==> config.mk <==
export PLATFORM = sky130hd
export DESIGN_NAME = bet_entry
export DESIGN_NICKNAME = d
export VERILOG_FILES = /design/src/rtl/bet_entry.sv
export SDC_FILE = /design/constraint.sdc
export NUM_CORES = 1
export LEC_CHECK = 0
export BUFFER_PORTS_ARGS = -buffer_cell sky130_fd_sc_hd__buf_2
export CELL_PAD_IN_SITES_DETAIL_PLACEMENT = 1
export CELL_PAD_IN_SITES_GLOBAL_PLACEMENT = 1
export CORE_MARGIN = 2
export CORE_UTILIZATION = 39
export DETAILED_ROUTE_END_ITERATION = 12
export PLACE_DENSITY = 0.87
export SYNTH_ARGS = -nofsm -noshare
export SYNTH_HDL_FRONTEND = slang
export SYNTH_SLANG_ARGS = --single-unit
==> constraint.sdc <==
create_clock -name slow_clock -period 2.4 [get_ports slow_clock]
set_input_delay 0.12 -clock slow_clock [delete_from_list [all_inputs] [get_ports slow_clock]]
set_output_delay 0.12 -clock slow_clock [all_outputs]
set_load 0.05 [all_outputs]
==> src/rtl/bet_entry.sv <==
// bet_entry: wager entry FSM that takes a bet type and amount from the switches
// and locks them for the settling logic until the round is done.
module bet_entry #(
   parameter logic [7:0] MIN_BET = 8'd1,
   parameter logic [7:0] MAX_BET = 8'd255
) (
   input  logic       slow_clock,
   input  logic       resetb,
   input  logic       key_enter,
   input  logic       key_cancel,
   input  logic [1:0] bet_type_sw,
   input  logic [7:0] bet_amount_sw,
   input  logic [7:0] current_balance,
   input  logic       round_done,
   output logic [1:0] currentbettype,
   output logic [7:0] currentbetamount,
   output logic       bet_valid,
   output logic       bet_error,
   output logic [1:0] entry_state
);
   typedef enum logic [1:0] {
      IDLE       = 2'b00,
      GET_TYPE   = 2'b01,
      GET_AMOUNT = 2'b10,
      ARMED      = 2'b11
   } state_t;
   state_t     state;
   logic       init, enter_r, enter_d, cancel_r, cancel_d;
   logic [1:0] stage;
   logic       enter_ev, cancel_ev, amount_ok;
   assign enter_ev    = enter_r & ~enter_d;
   assign cancel_ev   = cancel_r & ~cancel_d;
   assign amount_ok   = bet_amount_sw >= MIN_BET && bet_amount_sw <= MAX_BET &&
                        bet_amount_sw <= current_balance;
   assign entry_state = state;
   always_ff @(posedge slow_clock) begin
      if (!resetb) begin
         state            <= IDLE;
         init             <= 1'b1;
         enter_r          <= 1'b0;
         enter_d          <= 1'b0;
         cancel_r         <= 1'b0;
         cancel_d         <= 1'b0;
         stage            <= 2'b00;
         currentbettype   <= 2'b00;
         currentbetamount <= 8'd0;
         bet_valid        <= 1'b0;
         bet_error        <= 1'b0;
      end else begin
         init     <= 1'b0;
         enter_r  <= key_enter;
         cancel_r <= key_cancel;
         // First edge after reset primes both stages so a held key makes no event
         enter_d  <= init ? key_enter : enter_r;
         cancel_d <= init ? key_cancel : cancel_r;
         bet_error <= 1'b0;
         case (state)
            IDLE: begin
               if (enter_ev) begin
                  if (current_balance >= MIN_BET) state <= GET_TYPE;
                  else bet_error <= 1'b1;
               end
            end
            GET_TYPE: begin
               if (cancel_ev) begin
                  state <= IDLE;
                  stage <= 2'b00;
               end else if (enter_ev) begin
                  if (bet_type_sw != 2'b00) begin
                     stage <= bet_type_sw;
                     state <= GET_AMOUNT;
                  end else bet_error <= 1'b1;
               end
            end
            GET_AMOUNT: begin
               if (cancel_ev) begin
                  state <= IDLE;
                  stage <= 2'b00;
               end else if (enter_ev) begin
                  if (amount_ok) begin
                     currentbettype   <= stage;
                     currentbetamount <= bet_amount_sw;
                     bet_valid        <= 1'b1;
                     state            <= ARMED;
                  end else bet_error <= 1'b1;
               end
            end
            ARMED: begin
               if (round_done) begin
                  bet_valid <= 1'b0;
                  state     <= IDLE;
               end
            end
            default: state <= IDLE;
         endcase
      end
   end
endmodule

==> metrics.txt <==
outcome finished, violations left; failing checks design-rule violations; clock tree from TritonCTS built; largest voltage drop on the vdd net 0.3135 mV; nature of the critical path endpoint flip-flop; met3 track utilization from global routing 2.637%; post-placement cell count 196; Worst-path clk slew between 0.1 and 0.15 ns; Post-synth ARST share 0%; Startpoint Class flip-flop; portion of synthesized cell area occupied by the leading cell type 35.74%; DRC violations left 3; CTS sink count 21; grt met2 use about a third; standard-cell row count 19; max-capacitance violation count 0; NetSw roughly 0.18 mW; total power after layout 0.6430 mW; DP HPWL 2416 um; count of unique library cells instantiated by Yosys 35; number of buffers inserted to repair setup after CTS 0; Post-Syn Area per Cell 8.777 um2; internal power 0.4638 mW; Setup Crit Path Kind reg2reg; share of the clock period used by the worst path after layout 67.79%; P per Cell Area 465.9 nW/um2; setup TNS after final layout 0 ns; ratio of cells with drive above 1 in the final layout 27.81%; met1 global-route usage 21.14%; number of instances in the synthesized netlist ~130; Synth Net Count 165; number of levels the H-tree was split into 1; number of I/O port buffers 36; remaining global-route overflow 0; largest cells by area after synthesis dfxtp_1 36%, mux2i_1 12%, ha_1 8.5%; number of nets in the layout 201; leakage power 0.6605 nW; data arrival at the endpoint of the critical path approximately 1.9 ns; RSZ-0062 raised after global routing no; # diodes 0; top post-synthesis cells by count 26 x nand2_1, 21 x dfxtp_1, 14 x mux2i_1; count of final max-slew check failures 0; post-placement setup slack 0.7047 ns; gr usage total between 10% and 20%; boundary pin count 37; routed via count 1077; post-layout minimum cycle time 1.627 ns; via count of the first global-routing pass 1146; CTS root buffer clkbuf_4; Post-DRT Antenna Nets 0; Final Skew 0.01051 ns; maximum clock path buffer count 2; global placer's final weighted congestion 0.8019; PostCTS Resize Cnt 0; library cell occupying the most area in the post-synthesis netlist dfxtp_1; CP Data Required Time between 2 and 3 ns; largest net degree at the start of global routing 28; part of the total power dissipated in the clock network a little over a quarter; number of antenna violations at the first check in global routing 0; share of the yosys chip area belonging to registers a little over a third; transition at the pin with the smallest max-transition slack 0.4149 ns; share of total power in combinational logic 16.8%; initial detailed-routing violation count 35; layout-stage area growth over the synthesis result 17.34%; path class of the lowest-slack min-delay path in2reg; Synth Flop Type dfxtp_1; Worst Slack Setup Final 0.7731 ns; Chip Height slightly below 60 um; yosys synthesis warning count 0; highest net fanout along the worst path 11; worst skew pair latency 0.31 ns; initial core utilization 41.93%; wire per inst ~15 um; Sw Share ~28%; sum of routed wire length over all layers about 3000 um; Die W 58.92 um; Pre-antenna DRT Iters 8; sequential share of power 56.6%; first-pass GRT wire length 4912 um; Reg2Reg Setup Slack about 0.77 ns; non-filler instance count after layout 200; cell area after technology mapping around 1200 um2; maximum clock frequency 614.7 MHz; mean number of vias per cell 5.385; total clock buffers created by CTS 3; number of synthesized flops with an enable pin 0; Yosys reg bits 21; max-slew headroom at the worst pin between 70 and 80%; number of hold buffers added after CTS 0; GR peak layer met2; Setup Viol. Count Final 0; Core Box Area 2805 um2; Final Hold Viols 0; most frequently used cell type in the post-synthesis netlist nand2_1; overall die area around 3500 um2
==> kinds of logic (layout without fill, tap and decap cells) <==
logic type	Yosys count	after routing	share of synthesized area, %
buffers and inverters	17	52	7.766
AO/OA/AOI/OAI	19	19	10.75
adder cells (fa/ha/maj)	8	8	8.511
AND/OR/NAND/NOR	55	55	25.32
flip-flops	21	21	35.74
multiplexers	14	14	11.91
==> through the flow <==
stage | hold WS (ns) | utilization (%) | area, um2
after floorplan | 0.2417 | - | 1176
after global placement | 0.3382 | 48.22 | 1353
after detailed placement | 0.3427 | 48.22 | 1353
after CTS | 0.005609 | 49.20 | 1380
after global routing | 0.005295 | 49.20 | 1380
final | 0.01853 | 49.20 | 1380
==> power groups by stage <==
| stage | Sequential (mW) | Clock (mW) | Combinational [mW] |
|---|---|---|---|
| 2_1_floorplan | 0.374 | 0 | 0.0639 |
| 3_3_place_gp | 0.371 | 0 | 0.101 |
| 3_5_place_dp | 0.372 | 0 | 0.108 |
| 4_1_cts | 0.364 | 0.180 | 0.109 |
| 5_1_grt | 0.365 | 0.196 | 0.122 |
| 6_report | 0.364 | 0.171 | 0.108 |
==> per-layer routing <==
metal  wire length (um)  up-vias
met5                  0        -
met4                 60        0
met2               1531       30
met3                149        8
li1                   -      533
met1               1277      506
==> placed cells by master (no fill, tap or decap), types with 2 or more instances in the layout <==
master     n
a21oi_1    4
a31oi_1    2
and2_1     2
and3_1     2
buf_2     36
clkbuf_4   3
dfxtp_1   21
ha_1       8
inv_1     10
mux2i_1   14
nand2_1   26
nand2b_4   3
nand4_1    3
nor2_1     5
nor2b_1    3
nor4_1     4
o211ai_1   3
o21ai_0    2
o21ai_1    2
==> sequential cells by signal, indices dropped and copies added (netlist names) <==
register / flops
bet_error: 1
currentbettype: 2
init: 1
entry_state: 2
enter_r: 1
bet_valid: 1
cancel_d: 1
currentbetamount: 8
stage: 2
enter_d: 1
cancel_r: 1
==> layout make-up <==
type	count	area (um2)
tap	31	38.79
inverter	11	41.29
clock inverter	1	5.005
sequential	21	420.4
fill	367	1425
multi-input combinational	96	664.4
timing repair buffer	37	187.7
clock buffer	3	22.52
==> path summary, 6_finish.rpt <==
check / start / end / depth (start not counted)
min: key_enter / enter_r / 2
min reg2reg: currentbetamount[2] / currentbetamount[2] / 2
max reg2reg: entry_state[1] / currentbetamount[3] / 5
max: entry_state[1] / currentbetamount[3] / 5
==> critical path, stage by stage (launching register included) <==
cell and delay [ns]:
dfxtp_1 0.57, nand2b_4 0.09, nand2b_4 0.14, and3b_1 0.20, and3_4 0.30, mux2i_1 0.24
No activity file was read; power rests on OpenSTA's default activity.
